--- config.mk ---
export PLATFORM = sky130hd
export DESIGN_NAME = systolic_feeder
export DESIGN_NICKNAME = d
export VERILOG_FILES = /design/src/rtl/systolic_feeder_pkg.sv /design/src/rtl/mat_regfile.sv /design/src/rtl/systolic_feeder.sv
export SDC_FILE = /design/constraint.sdc
export NUM_CORES = 1
export LEC_CHECK = 0
export CORE_ASPECT_RATIO = 0.8
export CORE_UTILIZATION = 40
export CTS_CLUSTER_DIAMETER = 30
export DETAILED_ROUTE_END_ITERATION = 16
export SLEW_MARGIN = 15
export SYNTH_ARGS = -nofsm -noshare
export SYNTH_HDL_FRONTEND = slang
export SYNTH_HIERARCHICAL = 1
export SYNTH_SLANG_ARGS = --single-unit
--- constraint.sdc ---
create_clock -name clock -period 9.46 [get_ports clock]
set_input_delay 2.838 -clock clock [delete_from_list [all_inputs] [get_ports clock]]
set_output_delay 2.838 -clock clock [all_outputs]
set_load 0.005 [all_outputs]
--- src/rtl/systolic_feeder_pkg.sv ---
// Shared types and constants for the systolic array feeder.
// Imported by the feeder top and its matrix register file.
package systolic_feeder_pkg;

    typedef enum logic [1:0] {
        IDLE   = 2'd0,
        STREAM = 2'd1,
        DRAIN  = 2'd2
    } state_e;

    localparam int N_DEFAULT = 3;
    localparam int W_DEFAULT = 16;

    localparam logic [15:0] FP16_ZERO = 16'h0000;

endpackage

--- src/rtl/mat_regfile.sv ---
// N*N x W matrix storage: one write port, every element tapped in parallel.
// Elements are packed row-major, element e at taps[e*W +: W].
module mat_regfile
    import systolic_feeder_pkg::*;
#(
    parameter int N = N_DEFAULT,
    parameter int W = W_DEFAULT
) (
    input  logic             clock,
    input  logic             reset_n,
    input  logic             we,
    input  logic [3:0]       addr,
    input  logic [W-1:0]     wdata,
    output logic [N*N*W-1:0] taps
);

    localparam int NN = N * N;

    logic [NN*W-1:0] mem_q;
    logic [NN*W-1:0] mem_d;

    always_comb begin
        mem_d = mem_q;
        for (int e = 0; e < NN; e++) begin
            if (we && int'(addr) == e) begin
                mem_d[e*W +: W] = wdata;
            end
        end
    end

    always_ff @(posedge clock or negedge reset_n) begin
        if (!reset_n) begin
            mem_q <= '0;
        end else begin
            mem_q <= mem_d;
        end
    end

    assign taps = mem_q;

endmodule

--- src/rtl/systolic_feeder.sv ---
// Streams two N x N matrices into a systolic array as skewed row/column
// wavefronts, then drains the array with zeros and pulses done.
module systolic_feeder
    import systolic_feeder_pkg::*;
#(
    parameter int N = N_DEFAULT,
    parameter int W = W_DEFAULT
) (
    input  logic           clock,
    input  logic           reset_n,
    input  logic           wr_en,
    input  logic           wr_sel,
    input  logic [3:0]     wr_addr,
    input  logic [W-1:0]   wr_data,
    input  logic           start,
    output logic           busy,
    output logic           done,
    output logic           clr,
    output logic [N*W-1:0] a_out,
    output logic [N*W-1:0] b_out
);

    localparam int NN = N * N;
    localparam int TW = (2 * N - 1 > 1) ? $clog2(2 * N - 1) : 1;
    localparam logic [TW-1:0] T_LAST = TW'(2 * N - 2);
    localparam logic [TW-1:0] D_LAST = TW'(N - 1);

    state_e         state_q, state_d;
    logic [TW-1:0]  t_q, t_d;
    logic           busy_q, busy_d;
    logic           done_q, done_d;
    logic           clr_q, clr_d;
    logic [N*W-1:0] a_out_q, a_out_d;
    logic [N*W-1:0] b_out_q, b_out_d;

    logic           wr_ok;
    logic           a_we;
    logic           b_we;
    logic [NN*W-1:0] a_taps;
    logic [NN*W-1:0] b_taps;

    assign wr_ok = wr_en && (state_q == IDLE) && (int'(wr_addr) < NN);
    assign a_we  = wr_ok && !wr_sel;
    assign b_we  = wr_ok && wr_sel;

    mat_regfile #(.N(N), .W(W)) u_mat_a (
        .clock   (clock),
        .reset_n (reset_n),
        .we      (a_we),
        .addr    (wr_addr),
        .wdata   (wr_data),
        .taps    (a_taps)
    );

    mat_regfile #(.N(N), .W(W)) u_mat_b (
        .clock   (clock),
        .reset_n (reset_n),
        .we      (b_we),
        .addr    (wr_addr),
        .wdata   (wr_data),
        .taps    (b_taps)
    );

    always_comb begin
        state_d = state_q;
        t_d     = t_q;
        unique case (state_q)
            IDLE: begin
                if (start) begin
                    state_d = STREAM;
                    t_d     = '0;
                end
            end
            STREAM: begin
                if (t_q == T_LAST) begin
                    state_d = DRAIN;
                    t_d     = '0;
                end else begin
                    t_d = t_q + TW'(1);
                end
            end
            DRAIN: begin
                if (t_q == D_LAST) begin
                    state_d = IDLE;
                    t_d     = '0;
                end else begin
                    t_d = t_q + TW'(1);
                end
            end
            default: begin
                state_d = IDLE;
                t_d     = '0;
            end
        endcase
    end

    // Feeds are computed for the step being entered so they land in the
    // same cycle as the counter; a write coincident with start is forwarded.
    always_comb begin
        int k;
        int idx;
        logic [W-1:0] va;
        logic [W-1:0] vb;
        k   = 0;
        idx = 0;
        va  = '0;
        vb  = '0;
        busy_d = (state_d != IDLE);
        clr_d  = (state_q == IDLE) && (state_d == STREAM);
        done_d = (state_d == DRAIN) && (t_d == D_LAST);
        for (int i = 0; i < N; i++) begin
            a_out_d[i*W +: W] = W'(FP16_ZERO);
            b_out_d[i*W +: W] = W'(FP16_ZERO);
            if (state_d == STREAM) begin
                k = int'(t_d) - i;
                if (k >= 0 && k < N) begin
                    idx = i * N + k;
                    va  = a_taps[idx*W +: W];
                    if (a_we && int'(wr_addr) == idx) va = wr_data;
                    a_out_d[i*W +: W] = va;
                    idx = k * N + i;
                    vb  = b_taps[idx*W +: W];
                    if (b_we && int'(wr_addr) == idx) vb = wr_data;
                    b_out_d[i*W +: W] = vb;
                end
            end
        end
    end

    always_ff @(posedge clock or negedge reset_n) begin
        if (!reset_n) begin
            state_q <= IDLE;
            t_q     <= '0;
            busy_q  <= 1'b0;
            done_q  <= 1'b0;
            clr_q   <= 1'b0;
            a_out_q <= '0;
            b_out_q <= '0;
        end else begin
            state_q <= state_d;
            t_q     <= t_d;
            busy_q  <= busy_d;
            done_q  <= done_d;
            clr_q   <= clr_d;
            a_out_q <= a_out_d;
            b_out_q <= b_out_d;
        end
    end

    assign busy  = busy_q;
    assign done  = done_q;
    assign clr   = clr_q;
    assign a_out = a_out_q;
    assign b_out = b_out_q;

endmodule
### Word level (Yosys, flattened, before mapping)

Index checks and enable logic that the tools add are counted.

* input bits: 25
* word-level logic and storage cells: 132
* memory bits (read-only): 0
* output and inout port bits: 99
* flip-flop bits (word level): 392
* memories: 0
* bits in latches: 0
* bits in writable memories: 0

* shift operators: 6
* bitwise gates (word level): 0
* equality and inequality tests: 21
* magnitude comparators: 7
* div/mod/pow operators: 0
* multipliers: 3
* multiplexer cells: 26
* add/subtract/negate cells: 7
* reductions and logical operators: 37

Operator list (count)
* 16-bit two-way mux: 18
* 144-bit by 12-bit variable part select with 16-bit output: 2
* 144-bit by 9-bit variable part select with 16-bit output: 2
* 144-bit by 10-bit variable part select with 16-bit output: 1
* 144-bit by 8-bit variable part select with 16-bit output: 1
* 1-bit logical AND: 33
* 4-bit == test, second input constant: 5
* 5-bit by 8-bit == test with 1-bit output: 2
* 4-bit by 3-bit multiplier with 7-bit output, second input constant: 2
* 5-bit == test: 2
* 3-bit two-way mux: 3
* 3-bit case mux with 3 select lines: 1
* 7-bit by 2-bit adder with 8-bit output, second input constant: 1
* 7-bit by 3-bit adder with 8-bit output, second input constant: 1
* 4-bit by 3-bit == test with 1-bit output, second input constant: 2
* 4-bit by 1-bit greater-or-equal comparator with 1-bit output, second input constant: 2
* 4-bit by 3-bit < comparator with 1-bit output, second input constant: 2
* 3-bit by 2-bit == test with 1-bit output, second input constant: 2
* 2-bit two-way mux: 3
* 2-bit case mux with 3 select lines: 1
* 3-bit by 4-bit adder with 5-bit output, first input constant: 1
* 4-bit by 4-bit adder with 5-bit output, first input constant: 1
* 4-bit by 5-bit == test with 1-bit output: 1
* 3-bit by 2-bit multiplier with 5-bit output, second input constant: 1
* 15 further kinds: 17

### Logic depth before layout (Yosys ltp)

Gate-level depths: netlist of the first run.

* word-level depth: 11
* gate-level depth with buffers: 23
* depth with buffers taken out: 18

### Hierarchy

Netlist of the first run, hierarchy kept.

By module, submodules not included
* mat_regfile: area an instance 5647.9 um^2, sequential area each 3603.5 um^2, times used 2, cells an instance 314
* systolic_feeder: area an instance 10312.4 um^2, sequential area each 2602.5 um^2, times used 1, cells an instance 1308

### Least setup slack after synthesis of the first run

Ideal clock, no wire load.

* path kind: input to register
* start: input start
* end: register b_out_q[27], in the netlist b_out[27]
* data required time: 9334 ps
* setup time: 126 ps
* path buffers: 7
* arrival: 7352 ps
* path slack: 1982 ps
* stages on the path: 20
* cell sequence: nor3_1 -> nor2_1 -> or2_1 -> buf_4 -> buf_2 -> buf_2 -> buf_1 -> ha_1 -> inv_1 -> a21oi_1 -> nor2b_1 -> ha_1 -> fa_1 -> clkbuf_1 -> clkbuf_1 -> clkbuf_1 -> mux4_2 -> nand2_1 -> a21oi_1 -> a221o_1

* cells in the longest elaborated chain, start to end: 10
* elaborated cells between the ends (all ways): 17
* classes of those cells: 2 x add/sub; 1 x mul; 2 x order compare; 2 x eq/ne; 1 x shift; 7 x mux; 2 x reduce/logical

Ends and longest elaborated chain
* from (decl): line systolic_feeder.sv:15 `input logic start,`
* parallel branches: the longest is 9 deep, another holds 7-bit by 2-bit adder with 8-bit output
* 16-bit two-way mux *: line systolic_feeder.sv:114 `if (state_d == STREAM) begin`
* named net b_out_d[27]: line systolic_feeder.sv:34 `logic [N*W-1:0] b_out_q, b_out_d;`
* to (signal assigned): line systolic_feeder.sv:146 `b_out_q <= b_out_d;`
* to (decl): line systolic_feeder.sv:34

Mark *: on every way through the listed nets, which the timed path passes.
A chain may end at the register's enable or synchronous reset.

### Final worst setup path of the first run

* start: input start
* end: register b_out_q[16], in the netlist b_out[16]

The elaborated chain is that of the path after synthesis.

==> qor.txt, run 1 <==
Run status: finished clean
Share of cells above drive strength 1: 28.9%
Via count: 16800
Largest net degree at the start of global routing: 156
Antenna violations before repair: 0
Synthesized Nets: 1987
DRT iter0 DRCs: 1286
Critical Path Stages: 16
Met1 Track Usage GR: 34.5%
Vias in the first global route: 17300
Post_cts resized: 0
Critical path capture point type: flop
GRT met2 Usage: 36.7%
Most common cell in the synthesized netlist: dfrtp_1
Total global-route track usage: 24.5%
Clk Latency, worst-skew pair: 630 ps
Worst setup SP type: input pin
Final antenna-violating net count: 0
EDFF count, synth: 0
Total grt overflow: 0
Seq/Total Area, Yosys: 45.4%
Die Area: 0.0550 mm^2
Final HPWL DP: 39.3 mm
Unique masters post-synth: 77
Reg2reg start: t_q[0]
Inserted Diodes: 0
Final non-filler cell total: 2812
Clock skew: 13.8 ps
Root Driver: clkbuf_16
Aggregate negative setup slack: 0 ps
Hold_buf cts: 0
Bufs on Longest Clock Path: 3
CP delay by family, top: simple AND/OR/NAND/NOR gates
Hold Path Class: flop to flop
Detailed Routing Iterations Pass 1: 6
Post-Syn Instances: 1936
Max_cap viols: 0
First-pass GRT wire length: 103 mm
End of the worst register-to-register path: b_out[16]
Post-DR wirelength/cell: 23.8 um
CP max FO: 12
Slew @ Worst Pin: 1230 ps
R2R cell count: 18
Asr flop ratio synth: 100%
Crit path time final: 7770 ps
Clk slew on worst S/H paths: 50 ps
Mean Syn Cell Area: 11.2 um^2
Post-route setup slack: 1690 ps
Final Hold Fails: 0
Max-slew headroom: 17.7%
GR peak layer: met2
Die Width: 262 um
Synth area leaders: dfrtp_1, mux2_2, nand2_1, mux4_2, mux2_4
Post-CTS setup buffers: 0
Sink Count: 392
FMAX: 0.129 GHz
Top cell type by total area after synthesis: dfrtp_1
Most common cell on crit path: ha_1
Final setup viols: 0
Crit path launch: start
Required time worst endpoint: 10010 ps
Final slew viol count: 0
Via/cell ratio: 5.97
# rows: 75
Critical path's slowest cell: nand4b_1
CTS H-tree depth: 3
Synth top area share: 45.4%
# port buffers: 123
Routability-driven placement congestion ratio: 0.849
DRC viols: 0
R2R setup slack: 3680 ps
Die Ht: 210 um
GR Util met3: 5.18%
Dpl ws: 1330 ps
CTS tree: built
Synthesized area: 0.0216 mm^2
Synth cell count leaders: dfrtp_1, nand2_1, mux2_2
Slowest cell delay on critical path: 840 ps
WP buf/inv: 2
Routed WL: 66.9 mm
Placed Area: 0.0232 mm^2
Number of synthesized register bits: 392
Final instance area: 0.0265 mm^2
Most used DFF post-synth: dfrtp_1
Fin crit share: 82.1%
Setup CP Type: input pin to flop
Final #Nets: 2093
Critical path arrival: 8320 ps
Core region area: 0.0529 mm^2
Cts bufs inserted: 92
Ys Warns: 6
Worst setup endpoint: b_out[16]
Critical path, cell by cell: clkdlybuf4s50_1 -> nor4b_2 -> a311oi_2 -> and2_1 -> ha_1 -> o21ai_2 -> inv_1 -> ha_1 -> ha_1 -> xor2_1 -> xor2_1 -> and3_1 -> nand3_1 -> nand4b_1 -> a21oi_1 -> a221o_1
RSZ-0062 raised after global routing: no
Post-Place Cells: 2641
Ports: 124
Area Growth Syn to Fin: 22.7%
Initial core utilization: 40.8%
-- state kept, by name (all words and copies together), names as in the netlist --
signal	count
u_mat_a/taps	144
u_mat_b/taps	144
a_out	48
b_out	48
t_q	3
state_q	2
busy	1
clr	1
done	1
-- worst min-delay path by stage --
stage                            startpoint           endpoint  slack [ps]  cells past startpoint
after floorplan           u_mat_a/taps[142]  u_mat_a/taps[142]         490                      1
after global placement    u_mat_a/taps[142]  u_mat_a/taps[142]         500                      1
after detailed placement   u_mat_a/taps[56]   u_mat_a/taps[56]         510                      1
after CTS                  u_mat_a/taps[63]   u_mat_a/taps[63]         520                      1
after global routing      u_mat_a/taps[118]  u_mat_a/taps[118]         540                      1
final                     u_mat_a/taps[109]  u_mat_a/taps[109]         520                      1
-- metal layers --
layer	wire length, um	share of wire [%]
met3	5300	7.9
met2	29900	45
met5	0	0
met4	2270	3.4
met1	29400	44
-- cells in the final DEF, fill, tap and decap left out, types with 12 or more instances in the layout --
cell type,n
a211oi_1,17
ha_1,23
and3_1,39
o31ai_1,16
a31oi_1,50
o21ai_0,62
a21oi_1,36
buf_4,44
dfrtp_1,392
o221ai_1,16
xnor2_1,15
clkinv_4,14
a22oi_1,28
bufinv_16,12
a311oi_1,32
nand2_1,333
inv_1,14
nor2b_1,23
a221o_1,12
clkbuf_8,18
mux2_2,258
mux2_4,40
clkdlybuf4s50_1,122
nand3_1,89
a32oi_1,16
clkbuf_16,95
mux2i_1,31
a31o_1,15
nor2_1,51
mux4_2,44
-- worst reg2reg max path: cells and delay by family (launching register included) --
| kind | cells | cell delay (ps) |
|---|---|---|
| AO/OA/AOI/OAI | 4 | 1280 |
| AND/OR/NAND/NOR | 6 | 1840 |
| flip-flops | 1 | 420 |
| adder cells (fa/ha/maj) | 4 | 1250 |
| buffers and inverters | 2 | 210 |
| XOR/XNOR | 2 | 700 |
-- kinds of logic (layout without fill, tap and decap cells) --
kind of cell | after synthesis | after routing | share of synthesized area [%]
adder cells (fa/ha/maj) | 26 | 26 | 1.58
flip-flops | 392 | 392 | 45.4
multiplexers | 376 | 376 | 22.4
AO/OA/AOI/OAI | 345 | 345 | 11.4
AND/OR/NAND/NOR | 596 | 596 | 13.3
buffers and inverters | 173 | 356 | 4.68
XOR/XNOR | 28 | 28 | 1.24
-- stage by stage --
stage               utilization [%]  hold slack (ps)
CTS                            50.1              523
global route                   50.1              537
global placement               43.8              502
floorplan                         -              487
finish                         50.1              520
detailed placement             43.8              509
-- cell type report --
class	instances	area [um^2]
fill	4671	26400
clock inverter	50	661
inverter	17	66.3
clock buffer	121	2660
tap	693	867
multi-input combinational	1371	10900
timing repair buffer	168	1590
sequential	392	9810
Power of run 1 is left out: the tool's default activity adds up to more than one toggle a clock period on the data nets, which glitch-free logic cannot reach.
==> run 2, diff against run 1 <==
==> constraint.sdc (replaced) <==
create_clock -name clock -period 7.4 [get_ports clock]
set_input_delay 2.22 -clock clock [delete_from_list [all_inputs] [get_ports clock]]
set_output_delay 2.22 -clock clock [all_outputs]
set_load 0.005 [all_outputs]
==> qor.txt, run 2 (synthesis results as in run 1) <==
Run status: finished clean
Sink Count: 392 (unchanged)
Die Width: 262 um (unchanged)
# port buffers: 123 (unchanged)
Final slew viol count: 0 (unchanged)
Slew @ Worst Pin: 1280 ps (+44.1 ps)
WHS Path Cells: 1 (unchanged)
Largest net degree at the start of global routing: 160 (+2.6%)
Final #Nets: 2101 (+0.38%)
Commonest non-fill, non-tap cell in the layout: dfrtp_1
Dpl ws: 577 ps (-750 ps)
FMAX: 0.156 GHz
DRT iter0 DRCs: 1610 (+25%)
Required time worst endpoint: 7900 ps (-2110 ps)
Max_cap viols: 0 (unchanged)
Commonest cells after routing, fill and taps aside: dfrtp_1, nand2_1, mux2_2
Cts bufs inserted: 86 (-6.5%)
Die Area: 0.0550 mm^2 (unchanged)
Share of cells above drive strength 1: 28.8% (-0.11 points)
Final Hold Fails: 0 (unchanged)
Total global-route track usage: 24.6% (+0.035 points)
Final instance area: 0.0263 mm^2 (-0.61%)
Fill cells: 4709 (+0.81%)
# rows: 75 (unchanged)
Ports: 124 (unchanged)
Register area: 0.00981 mm^2 (unchanged)
DRC viols: 0 (unchanged)
Antenna violations before repair: 1 (+1)
Clock skew: 20.3 ps (+6.42 ps)
CP max FO: 44 (+32)
Placed Area: 0.0233 mm^2 (+0.51%)
Post-DR wirelength/cell: 23.8 um (about the same)
Final HPWL DP: 39.3 mm (-0.15%)
Post-route setup slack: 1010 ps (-682 ps)
Final antenna-violating net count: 0 (unchanged)
Bufs on Longest Clock Path: 3 (unchanged)
Post_cts resized: 0 (unchanged)
End of the worst register-to-register path: b_out[37]
Routed WL: 66.9 mm (about the same)
Worst setup SP type: input pin
Inserted Diodes: 0 (unchanged)
Clk Latency, worst-skew pair: 620 ps (about the same)
Root Driver: clkbuf_16
RSZ-0062 raised after global routing: no
Initial core utilization: 40.8% (unchanged)
Fin crit share: 86.4%
First-pass GRT wire length: 102 mm (-0.40%)
Hold Path Class: flop to flop
Critical path arrival: 6890 ps (-1430 ps)
Setup CP Type: input pin to flop
Final setup viols: 0 (unchanged)
Critical path capture point type: flop
Post-CTS setup buffers: 0 (unchanged)
R2R cell count: 15 (-3)
Total grt overflow: 0 (unchanged)
CTS tree: built
Via/cell ratio: 6.00 (+0.49%)
Die Ht: 210 um (unchanged)
Max-slew headroom: 14.3% (-3.4 points)
Crit path time final: 6390 ps
Detailed Routing Iterations Pass 1: 5 (-1)
Vias in the first global route: 16900 (-2.0%)
Via count: 16900 (+0.53%)
Routability-driven placement congestion ratio: 0.851 (+0.22%)
CTS H-tree depth: 3 (unchanged)
Reg2reg start: t_q[0]
Multi-input logic area: 0.0108 mm^2 (-0.22%)
Clk slew on worst S/H paths: 50 ps (about the same)
Area Growth Syn to Fin: 21.9%
Hold path start: u_mat_a/taps[106]
Hold_buf cts: 0 (unchanged)
Aggregate negative setup slack: 0 ps (unchanged)
Hold endpoint: u_mat_a/taps[106]
R2R setup slack: 2420 ps (-1260 ps)
Core region area: 0.0529 mm^2 (unchanged)
==> run 2: cell count changes in the layout (fill, tap and decap cells not counted), sizes merged <==
cell	change
buf	+14
clkbuf	-21
clkinvlp	+7
inv	+1
==> run 2: layer usage <==
metal	vias to the layer above	share of wire, %	track usage (%)
met2	757	45	36.1
met1	8653	45	35.6
met5	-	0	0
met4	0	2.6	7.98
met3	141	7.8	5.71
li1	7332	-	-
==> run 2: how the worst max path moves through the flow <==
stage / start / endpoint
2_1_floorplan: start / b_out[27]
3_3_place_gp: start / b_out[38]
3_5_place_dp: start / b_out[37]
4_1_cts: start / b_out[37]
5_1_grt: start / b_out[37]
6_report: start / b_out[37]
==> run 2: final cells by class <==
type                    instances  area share (%)
multi-input cells            1371            41.1
inverters                      17           0.252
clock inverters                58            2.89
clock buffers                 100            8.67
repair buffers                182            6.52
flip-flops and latches        392            37.2
well taps                     693            3.29
==> run 2: metrics by stage <==
step / util, % / instances / hold slack [ps]
after detailed placement: 44.0 / 2655 / 508
after floorplan: - / 1936 / 487
after global routing: 49.8 / 2813 / 539
final: 49.8 / 2813 / 520
after CTS: 49.8 / 2813 / 521
after global placement: 44.0 / 2655 / 505
==> run 2: critical path, stage by stage <==
cell,delay (ps)
clkdlybuf4s50_1,600
nor4b_2,90
a311oi_2,350
and2_1,410
ha_1,410
xnor2_1,240
inv_1,100
ha_1,400
xnor2_2,600
buf_4,560
nand2_1,130
and3_1,210
a311oi_1,250
a31oi_1,70
o221ai_1,200
Power of run 2 is left out for the same reason.
==> run 3, diff against run 2 <==
==> constraint.sdc (replaced) <==
create_clock -name clock -period 7.2 [get_ports clock]
set_input_delay 2.16 -clock clock [delete_from_list [all_inputs] [get_ports clock]]
set_output_delay 2.16 -clock clock [all_outputs]
set_load 0.005 [all_outputs]
==> qor.txt, run 3 (synthesis results as in run 1) <==
Vias in the first global route: 17100 (+0.62%)
Run status: finished clean
Slowest cell delay on critical path: 850 ps (+250 ps)
Final slew viol count: 0 (unchanged)
Worst setup SP type: input pin
Critical path arrival: 6710 ps (-180 ps)
Core region area: 0.0529 mm^2 (unchanged)
Critical path's slowest cell: xnor2_2
Routed WL: 67.3 mm (+0.56%)
Fin crit share: 86.9%
Hold path start: u_mat_a/taps[108]
Via/cell ratio: 5.95 (-0.83%)
First-pass GRT wire length: 103 mm (+0.61%)
Initial core utilization: 40.8% (unchanged)
CP delay by family, top: simple AND/OR/NAND/NOR gates
Crit path launch: start
Die Width: 262 um (unchanged)
Crit path time final: 6260 ps
Max-slew headroom: 23.5% (+9.2 points)
Sink Count: 392 (unchanged)
Die Area: 0.0550 mm^2 (unchanged)
Post-Place Cells: 2657 (+0.075%)
Max_cap viols: 0 (unchanged)
WP buf/inv: 2 (-1)
Bufs on Longest Clock Path: 3 (unchanged)
Die Ht: 210 um (unchanged)
Setup CP Type: input pin to flop
Hold_buf cts: 0 (unchanged)
Final antenna-violating net count: 0 (unchanged)
# rows: 75 (unchanged)
Via count: 16800 (-0.66%)
Area Growth Syn to Fin: 22.1%
FMAX: 0.160 GHz
Post_cts resized: 0 (unchanged)
Critical path, cell by cell: clkdlybuf4s50_1 -> nor4b_2 -> a311oi_2 -> and2_1 -> ha_1 -> xnor2_1 -> inv_1 -> ha_1 -> xnor2_2 -> xnor2_1 -> or4_1 -> nand3_2 -> o221ai_1
Commonest non-fill, non-tap cell in the layout: dfrtp_1
Final Hold Fails: 0 (unchanged)
Final setup viols: 0 (unchanged)
Final #Nets: 2104 (+0.14%)
Final HPWL DP: 39.7 mm (+1.0%)
Fill cells: 4687 (-0.47%)
Total global-route track usage: 24.8% (+0.19 points)
Routability-driven placement congestion ratio: 0.843 (-0.93%)
Hold Path Class: flop to flop
DRC viols: 0 (unchanged)
Clock skew: 24.3 ps (+4.06 ps)
Ports: 124 (unchanged)
Antenna violations before repair: 0 (-1)
Inserted Diodes: 0 (unchanged)
# port buffers: 123 (unchanged)
Post-DR wirelength/cell: 23.9 um (+0.38%)
Commonest cells after routing, fill and taps aside: dfrtp_1, nand2_1, mux2_2
Share of cells above drive strength 1: 29.0% (+0.26 points)
Reg2reg start: t_q[0]
Required time worst endpoint: 7650 ps (-250 ps)
Cts bufs inserted: 87 (+1.2%)
Clk slew on worst S/H paths: 50 ps (about the same)
Detailed Routing Iterations Pass 1: 5 (unchanged)
Slew @ Worst Pin: 1150 ps (-131 ps)
CTS H-tree depth: 3 (unchanged)
Final non-filler cell total: 2818 (+0.18%)
Critical path capture point type: flop
Root Driver: clkbuf_16
Aggregate negative setup slack: 0 ps (unchanged)
DRT iter0 DRCs: 1607 (-0.19%)
Total grt overflow: 0 (unchanged)
CP max FO: 19 (-57%)
RSZ-0062 raised after global routing: no
Post-CTS setup buffers: 0 (unchanged)
CTS tree: built
Clk Latency, worst-skew pair: 620 ps (about the same)
Largest net degree at the start of global routing: 125 (-22%)
## run 3: final timing paths
| check | slack, ps | cells after the start | endpoint |
|---|---|---|---|
| worst max-delay path | 940 | 13 | b_out[46] |
| worst min-delay path | 520 | 1 | u_mat_a/taps[108] |
| worst max register to register | 2270 | 14 | b_out[46] |
| worst min register to register | 520 | 1 | u_mat_a/taps[108] |
| max in group asynchronous | 4250 | 2 | u_mat_b/taps[66] |
| min in group asynchronous | 1610 | 1 | u_mat_a/taps[64] |
## run 3: metal layers
metal	wire (um)	track usage (%)	share of wire, %	vias up
met5	0	0	0	-
met4	2020	9.06	3.0	0
met3	6330	5.97	9.4	155
met2	29700	35.9	44	788
met1	29200	35.7	43	8500
li1	-	-	-	7329
## run 3: layout make-up
| type | instances | area [um^2] | area share, % |
|---|---|---|---|
| repair buffers | 184 | 1760 | 6.66 |
| flip-flops and latches | 392 | 9810 | 37.2 |
| inverters | 17 | 66.3 | 0.251 |
| clock inverters | 55 | 654 | 2.48 |
| multi-input cells | 1371 | 10800 | 41.1 |
| clock buffers | 106 | 2400 | 9.09 |
| well taps | 693 | 867 | 3.29 |
## run 3: through the flow
step	area, um^2	hold slack (ps)	utilization (%)	worst slack [ps]
4_1_cts	26400	521	49.9	1070
3_3_place_gp	23300	502	44.1	583
3_5_place_dp	23300	509	44.1	446
5_1_grt	26400	536	49.9	723
6_report	26400	521	49.9	942
2_1_floorplan	21600	487	-	400
Power of run 3 is left out for the same reason.
